--- src/rtl/cv32e41s_pkg.sv ---
// Shared types and constants for the WFI sleep sequencer.
package cv32e41s_pkg;

    typedef enum logic [1:0] {
        WFI_RUN,
        WFI_DRAIN,
        WFI_SLEEP,
        WFI_WAKE
    } wfi_seq_state_e;

    localparam int unsigned WFI_WAKE_DELAY_MAX = 15;
    localparam int unsigned SLEEP_CNT_W        = 32;

endpackage

--- src/rtl/cv32e41s_sleep_cycle_counter.sv ---
// Saturating sleep-cycle counter; clear wins over increment.
module cv32e41s_sleep_cycle_counter
    import cv32e41s_pkg::*;
(
    input  logic                   clk_ungated_i,
    input  logic                   rst_n,
    input  logic                   clr,
    input  logic                   en,
    output logic [SLEEP_CNT_W-1:0] count
);

    always_ff @(posedge clk_ungated_i or negedge rst_n) begin
        if (!rst_n) begin
            count <= '0;
        end else if (clr) begin
            count <= '0;
        end else if (en && (count != '1)) begin
            count <= count + 1'b1;
        end
    end

endmodule

--- src/rtl/cv32e41s_wfi_sequencer.sv ---
// WFI sleep sequencer: halts fetch, drains IF/LSU, releases busy for clock gating,
// then settles for WAKE_DELAY cycles on wake. Sleep statistics under CV32E41S_SLEEP_STATS_EN.
//   state     | meaning
//   WFI_RUN   | normal execution, fetch enabled
//   WFI_DRAIN | fetch halted, waiting for IF and LSU to go idle
//   WFI_SLEEP | busy dropped, core clock may be gated
//   WFI_WAKE  | clock running again, fetch held for settle delay
module cv32e41s_wfi_sequencer
    import cv32e41s_pkg::*;
#(
    parameter int unsigned WAKE_DELAY = 2
) (
    input  logic                   clk_ungated_i,
    input  logic                   rst_n,
    input  logic                   wfi_req_i,
    input  logic                   debug_mode_i,
    input  logic                   irq_pending_i,
    input  logic                   debug_req_i,
    input  logic                   if_busy_i,
    input  logic                   lsu_busy_i,
    input  logic                   stats_clr_i,
    output logic                   halt_if_o,
    output logic                   ctrl_busy_o,
    output logic                   wake_from_sleep_o,
    output logic                   sleep_o,
    output logic                   wfi_done_o,
    output logic [SLEEP_CNT_W-1:0] sleep_cycles_o
);

    generate
        if (WAKE_DELAY > WFI_WAKE_DELAY_MAX) begin : g_bad_wake_delay
            $error("WAKE_DELAY exceeds the 4-bit settle counter range");
        end
    endgenerate

    localparam logic [3:0] WAKE_LAST = (WAKE_DELAY == 0) ? 4'd0 : 4'(WAKE_DELAY - 1);

    wfi_seq_state_e state;
    logic [3:0]     cnt;
    logic           wake_event;

    assign wake_event        = irq_pending_i | debug_req_i;
    assign wake_from_sleep_o = (state == WFI_SLEEP) & wake_event;

    // Outputs are set alongside the state update so they track the next state.
    always_ff @(posedge clk_ungated_i or negedge rst_n) begin
        if (!rst_n) begin
            state       <= WFI_RUN;
            cnt         <= '0;
            halt_if_o   <= 1'b0;
            ctrl_busy_o <= 1'b1;
            sleep_o     <= 1'b0;
            wfi_done_o  <= 1'b0;
        end else begin
            wfi_done_o <= 1'b0;
            case (state)
                WFI_RUN: begin
                    if (wfi_req_i) begin
                        if (debug_mode_i || wake_event) begin
                            wfi_done_o <= 1'b1;
                        end else begin
                            state     <= WFI_DRAIN;
                            halt_if_o <= 1'b1;
                        end
                    end
                end
                WFI_DRAIN: begin
                    if (wake_event) begin
                        state      <= WFI_RUN;
                        halt_if_o  <= 1'b0;
                        wfi_done_o <= 1'b1;
                    end else if (!if_busy_i && !lsu_busy_i) begin
                        state       <= WFI_SLEEP;
                        ctrl_busy_o <= 1'b0;
                        sleep_o     <= 1'b1;
                    end
                end
                WFI_SLEEP: begin
                    if (wake_event) begin
                        ctrl_busy_o <= 1'b1;
                        sleep_o     <= 1'b0;
                        if (WAKE_DELAY == 0) begin
                            state      <= WFI_RUN;
                            halt_if_o  <= 1'b0;
                            wfi_done_o <= 1'b1;
                        end else begin
                            state <= WFI_WAKE;
                            cnt   <= '0;
                        end
                    end
                end
                WFI_WAKE: begin
                    if (cnt == WAKE_LAST) begin
                        state      <= WFI_RUN;
                        halt_if_o  <= 1'b0;
                        wfi_done_o <= 1'b1;
                    end else begin
                        cnt <= cnt + 4'd1;
                    end
                end
                default: begin
                    state       <= WFI_RUN;
                    halt_if_o   <= 1'b0;
                    ctrl_busy_o <= 1'b1;
                    sleep_o     <= 1'b0;
                end
            endcase
        end
    end

`ifdef CV32E41S_SLEEP_STATS_EN
    cv32e41s_sleep_cycle_counter u_sleep_cycle_counter (
        .clk_ungated_i (clk_ungated_i),
        .rst_n         (rst_n),
        .clr           (stats_clr_i),
        .en            (state == WFI_SLEEP),
        .count         (sleep_cycles_o)
    );
`else
    logic unused_stats_clr;
    assign unused_stats_clr = stats_clr_i;
    assign sleep_cycles_o   = '0;
`endif

    // A WFI can only retire while the core is running; anything else is ignored.
    a_wfi_only_in_run: assert property (
        @(posedge clk_ungated_i) disable iff (!rst_n) wfi_req_i |-> (state == WFI_RUN)
    );

endmodule

--- config.mk ---
export PLATFORM = sky130hd
export DESIGN_NAME = cv32e41s_wfi_sequencer
export DESIGN_NICKNAME = d
export VERILOG_FILES = /design/src/rtl/cv32e41s_pkg.sv /design/src/rtl/cv32e41s_sleep_cycle_counter.sv /design/src/rtl/cv32e41s_wfi_sequencer.sv
export SDC_FILE = /design/constraint.sdc
export NUM_CORES = 1
export LEC_CHECK = 0
export BUFFER_PORTS_ARGS = -buffer_cell sky130_fd_sc_hd__buf_2
export CORE_UTILIZATION = 30
export CTS_CLUSTER_DIAMETER = 30
export DETAILED_ROUTE_END_ITERATION = 10
export PLACE_DENSITY_LB_ADDON = 0.25
export SLEW_MARGIN = 40
export SYNTH_ARGS = -nofsm -noshare
export SYNTH_HDL_FRONTEND = slang
export SYNTH_SLANG_ARGS = --single-unit
--- constraint.sdc ---
create_clock -name clk_ungated_i -period 1.3 [get_ports clk_ungated_i]
set_input_delay 0.13 -clock clk_ungated_i [delete_from_list [all_inputs] [get_ports clk_ungated_i]]
set_output_delay 0.13 -clock clk_ungated_i [all_outputs]
set_load 0.005 [all_outputs]
==> impl_results.md, run 1 <==
* Status: finished, violations left
* Failing checks: setup timing
* Worst reg-to-reg setup slack at -60 ps
* Clk root buf: clkbuf_4
* Final nets at 123
* Slew Viols, Final at 0
* Die X at 53.4 microns
* Setup WS post-layout at -60.0 ps
* DR DRC count at 0
* Global-route usage over all layers at 0.108
* Worst hold start: wfi_req_i
* Final Cycle Share at 1.05
* Worst-margin pin slew at 528 ps
* Crit path largest cell delay at 380 ps
* Max Fclk at 735 MHz
* Drt total wl at 1.36 mm
* Initial antenna violation count at 0
* Global-route congestion overflow total at 0
* TritonCTS buffer count at 3
* WP buf/inv at 1
* # H-tree levels at 1
* Final hold vios at 0
* Clk buf depth at 2
* Pleak at 0.000453 uW
* RR Startpoint: cnt[1]
* Worst Path Max Fanout at 8
* First-pass GRT wire length at around 2.2 mm
* CTS tree: built
* GP Congestion at just over 0.7
* Num Clock Sinks at 10
* Power, Total at ~1600 uW
* Distinct cells, synth at 28
* CP Launch Type: register
* CP arrival at 1500 ps
* Critical Path Sink Type: register
* Max_slew headroom at 0.645
* Type of the worst setup path: register to register
* Initial cell density of the core at 0.320
* HP Class: input port to register
* Clock skew at 6.00 ps
* Share of the synthesized area in the top cell type at 0.303
* Synth Area per Inst at 8.81 sq um
* Vias per cell at 4.26
* Critical-path top delay cell: dfrtp_1
* Via count at 600
* Worst path top cell family by delay: simple AND/OR/NAND/NOR gates
* Yosys reg bits at 10
* I/O Pins at 46
* Syn Std Cell Area at 793 sq um
* Clk_lat worst skew at 250 ps
* Hold WS at 165 ps
* Most frequent cells in the layout: conb_1 (32), buf_2 (12), dfrtp_1 (8), buf_4 (7), nand2_1 (6)
* Setup violations, final at 4
* Die height at 53.4 microns
* Unrepaired setup endpoints after global routing: yes
* Layout cells sized above 1 at 0.279
* Area grow syn2layout at 9.46%
* Yosys warns at 0
* Mapped Cells at 90
* Worst Reg-to-Reg Cells at 5
* Largest net degree at the start of global routing at 16
* Post-DP HPWL at slightly above 1 mm
* Number of diodes at 0
* Wire length per cell at 9.62 microns
* Clock transition at path regs at 60 ps
* Worst Path Required at 1440 ps
* VDD IR-drop max at 0.826 mV
* Die ar. at about 0.0029 sq mm
* Max_cap viols at 0
* Row cnt at 18
* Total power density per cell area at 1790 mW/mm^2
* Min Tclk post-route at 1360 ps
* Commonest non-fill, non-tap cell in the layout: conb_1
* Proportion of synthesized chip area in sequential cells at 0.317
* Initial DRC Count at 8
* Fillers at between 200 and 300
* Routed Antenna Nets at 0
* R2r endpoint: cnt[2]
* CP cell instances: inv_1 > ha_2 > nor3b_4 > nor4b_2 > a211o_1
* WHS Endpoint: wfi_done_o
* Largest area contributor in the netlist: buf_4
* Vias in the first global route at 500
* Core Area at 0.00248 sq mm
* Hold Path Depth at 2
* Synth area leaders: buf_4 (30%), dfrtp_1 (28%), dfstp_2 (3.3%)
* DRT Pass-1 Iters at 4
* Port Buf Inserts at 12
[power by group]
part           switching, uW  internal [uW]  leakage, uW
Clock                   95.3            118    0.0000150
Sequential               111            465     0.000123
Combinational            394            373     0.000314
[what timing repair did]
action	CTS	global route
endpoints found under the hold margin	10	0
buffers inserted	3	3
gates resized for setup	2	1
pin swaps	1	0
hold buffers	1	0
endpoints found under the setup margin	5	8
[through the flow]
step / cells / setup WS [ps] / setup TNS [ps] / utilization / instance area (sq um)
final: 141 / -60.0 / -155 / 0.351 / 868
after global routing: 141 / -142 / -621 / 0.351 / 868
after CTS: 139 / -77.6 / -208 / 0.344 / 852
after detailed placement: 133 / -88.2 / -247 / 0.323 / 801
after global placement: 133 / -49.8 / -138 / 0.323 / 801
after floorplan: 121 / -22.4 / -22.4 / - / 922
[synth_stat cells, drive strengths merged]
cell	count
o31ai	1
a32o	1
a221oi	1
o21ai	4
o41ai	1
a21oi	3
o22ai	1
o311ai	3
nand2	6
clkbuf	2
buf	32
a211o	1
nor3	2
or2	1
dfrtp	9
dfstp	1
nand3	5
conb	1
a21o	1
ha	2
nor2	3
mux2	1
nor4b	1
nor3b	2
and2	1
inv	4
[registers in the layout, indices dropped and copies added, names as in the netlist, named ones only]
name / count
halt_if_o: 1
state: 1
sleep_o: 1
cnt: 4
ctrl_busy_o: 1
wfi_done_o: 1
[cell families (layout without fill, tap and decap cells)]
logic type | Yosys count | count (layout) | synth area share
and+or+nand+nor | 21 | 21 | 0.150
muxes | 1 | 1 | 0.0142
AOI/OAI and AO/OA | 17 | 17 | 0.150
buffers and inverters | 38 | 28 | 0.333
other | 1 | 32 | 0.00473
DFF | 10 | 10 | 0.317
adders and majority gates | 2 | 2 | 0.0315
[worst reg2reg max path: stages (launching register included)]
cell,delay (ps)
dfrtp_1,380
inv_1,60
ha_2,160
nor3b_4,340
nor4b_2,90
a211o_1,230
[how the worst max path moves through the flow]
stage               startpoint    endpoint  slack, ps  depth (start not counted)
floorplan               cnt[1]  wfi_done_o        -20                          5
global placement        cnt[1]   halt_if_o        -50                          5
detailed placement      cnt[1]  wfi_done_o        -90                          5
CTS                     cnt[1]      cnt[2]        -80                          5
global route            cnt[1]      cnt[2]       -140                          5
finish                  cnt[1]      cnt[2]        -60                          5
[layout make-up]
| type | instances | area, sq um | share of cell area |
|---|---|---|---|
| Multi-Input combinational cell | 73 | 414 | 0.477 |
| Clock buffer | 4 | 26.3 | 0.0303 |
| Sequential cell | 10 | 253 | 0.291 |
| Tap cell | 30 | 37.5 | 0.0432 |
| Timing Repair Buffer | 20 | 123 | 0.141 |
| Inverter | 4 | 15.0 | 0.0173 |
[layer usage]
layer	track usage	vias to the layer above	routed length, microns
met3	0.0172	2	67
met5	0	-	0
met4	0.0526	0	4
met2	0.181	28	707
li1	-	286	-
met1	0.132	284	578
(Power assumes the default switching activity.)
==> run 2, diff against run 1 <==
--- a/config.mk
+++ b/config.mk
@@ -10,6 +10,7 @@
 export CTS_CLUSTER_DIAMETER = 30
 export DETAILED_ROUTE_END_ITERATION = 10
 export PLACE_DENSITY_LB_ADDON = 0.25
+export RECOVER_POWER = 50
 export SLEW_MARGIN = 40
 export SYNTH_ARGS = -nofsm -noshare
 export SYNTH_HDL_FRONTEND = slang
==> impl_results.md, run 2 (synthesis gave the netlist of run 1 again) <==
* Number of diodes at 0 (unchanged)
* Most frequent cells in the layout: conb_1 (32), buf_2 (11), dfrtp_1 (8), buf_4 (7), nand2_1 (6)
* Comb pwr share at 0.493 (about the same)
* Via count at 600 (unchanged)
* HP Class: input port to register
* Min Tclk post-route at 1360 ps (+0.00270 ps)
* Fillers at 271 (+0.37%)
* Largest Register: cnt
* Largest register FFs at 4 (unchanged)
* Hold Path Depth at 2 (unchanged)
* Worst Path Required at 1440 ps (about the same)
* Reg power frac at 0.370 (about the same)
* First-pass GRT wire length at 2.20 mm (unchanged)
* Total power density per cell area at 1790 mW/mm^2 (+0.12%)
* VDD IR-drop max at 0.826 mV (about the same)
* Worst hold start: wfi_req_i
* Commonest non-fill, non-tap cell in the layout: conb_1
* TritonCTS buffer count at 3 (unchanged)
* CP arrival at 1500 ps (about the same)
* P_sw at 600 uW (about the same)
* Global-route congestion overflow total at 0 (unchanged)
* GP Congestion at 0.723 (unchanged)
* Routed Antenna Nets at 0 (unchanged)
* Vias in the first global route at 500 (unchanged)
* Max_cap viols at 0 (unchanged)
* Clock Power Share at 0.137 (about the same)
* DR DRC count at 0 (unchanged)
* Initial DRC Count at 8 (unchanged)
* Largest net degree at the start of global routing at 16 (unchanged)
* Final nets at 123 (unchanged)
* Area taken by multi-input logic gates at 414 sq um (unchanged)
* Critical Path Sink Type: register
* Clock transition at path regs at 60 ps (about the same)
* Setup violations, final at 4 (unchanged)
* # H-tree levels at 1 (unchanged)
* R2r endpoint: cnt[2]
* Status: finished, violations left
* Num Clock Sinks at 10 (unchanged)
* Drt total wl at 1.36 mm (+0.15%)
* CP Launch Type: register
* Core Area at 0.00248 sq mm (unchanged)
* Worst Reg-to-Reg Cells at 5 (unchanged)
* Worst Path Max Fanout at 8 (unchanged)
* Clk buf depth at 2 (unchanged)
* Row cnt at 18 (unchanged)
* Wire length per cell at 9.64 microns (+0.15%)
* Clock skew at 5.98 ps (-0.0166 ps)
* Final Cycle Share at 1.05 (about the same)
* Slew Viols, Final at 0 (unchanged)
* Die X at 53.4 microns (unchanged)
* Failing checks: setup timing
* Pleak at 0.000450 uW (-0.61%)
* Vias per cell at 4.26 (unchanged)
* Max_slew headroom at 0.616 (-0.0295)
* Die height at 53.4 microns (unchanged)
* Unrepaired setup endpoints after global routing: yes
* Port Buf Inserts at 12 (unchanged)
* DRT Pass-1 Iters at 4 (unchanged)
* Final hold vios at 0 (unchanged)
* I/O Pins at 46 (unchanged)
* CTS tree: built
* WHS Endpoint: wfi_done_o
* Clk_lat worst skew at 250 ps (about the same)
* Area grow syn2layout at 9.31%
* Int Pwr at 955 uW (about the same)
* RR Startpoint: cnt[1]
* Global-route usage over all layers at 0.108 (unchanged)
* Die ar. at 0.00285 sq mm (unchanged)
* Final core utilization at 0.350 (-0.000505)
* Type of the worst setup path: register to register
* Max Fclk at 735 MHz (about the same)
* Post-DP HPWL at 1.03 mm (unchanged)
* Hold WS at 165 ps (unchanged)
* Switching part of the total at 0.386 (about the same)
* Worst-margin pin slew at 576 ps (+48.8 ps)
* Initial antenna violation count at 0 (unchanged)
* Storage element area at 253 sq um (unchanged)
* Clk root buf: clkbuf_4
* Worst reg-to-reg setup slack at -60 ps (about the same)
* Setup WS post-layout at -60.0 ps (-0.00270 ps)
* Layout cells sized above 1 at 0.270 (-0.00901)
* Initial cell density of the core at 0.320 (unchanged)
## run 2: cell count changes in the layout (fill, tap and decap cells not counted), sizes merged
cell and change:
clkbuf +1, buf -1
## run 2: critical path, stage by stage (launching register included)
cell	delay, ps
dfrtp_1	380
inv_1	60
ha_2	160
nor3b_4	340
nor4b_2	90
a211o_1	230
## run 2: stage by stage
step | area [sq um] | cells | setup TNS [ps] | power (uW) | setup slack [ps]
global route | 867 | 141 | -621 | 1700 | -142
floorplan | 922 | 121 | -22.4 | 1080 | -22.4
detailed placement | 801 | 133 | -247 | 1270 | -88.2
global placement | 801 | 133 | -138 | 1250 | -49.8
CTS | 852 | 139 | -208 | 1530 | -77.6
finish | 867 | 141 | -155 | 1550 | -60.0
## run 2: routing by layer
layer  track usage  share of wire  wire (microns)
met1         0.132           0.43             579
met2         0.181           0.52             707
met3        0.0172          0.049              67
met4        0.0526         0.0029               4
met5             0              0               0
## run 2: layout make-up
type,count,area share
Sequential cell,10,0.291
Tap cell,30,0.0433
Clock buffer,4,0.0303
Inverter,4,0.0173
Multi-Input combinational cell,73,0.478
Timing Repair Buffer,20,0.140
## run 2: what timing repair did
action	4_1_cts	5_1_grt
hold buffers	1	0
setup buffers	3	3
endpoints found under the hold margin	10	0
endpoints found under the setup margin	5	8
pin swaps	1	0
resized for setup	2	1
## run 2: power groups by stage
| stage | clock network [uW] | logic [uW] | registers (uW) |
|---|---|---|---|
| 2_1_floorplan | 0 | 494 | 586 |
| 3_3_place_gp | 0 | 664 | 587 |
| 3_5_place_dp | 0 | 681 | 591 |
| 4_1_cts | 228 | 712 | 589 |
| 5_1_grt | 250 | 853 | 597 |
| 6_report | 213 | 766 | 575 |
## run 2: worst max-delay path by stage
stage          slack, ps   start          to
2_1_floorplan        -20  cnt[1]  wfi_done_o
3_3_place_gp         -50  cnt[1]   halt_if_o
3_5_place_dp         -90  cnt[1]  wfi_done_o
4_1_cts              -80  cnt[1]      cnt[2]
5_1_grt             -140  cnt[1]      cnt[2]
6_report             -60  cnt[1]      cnt[2]
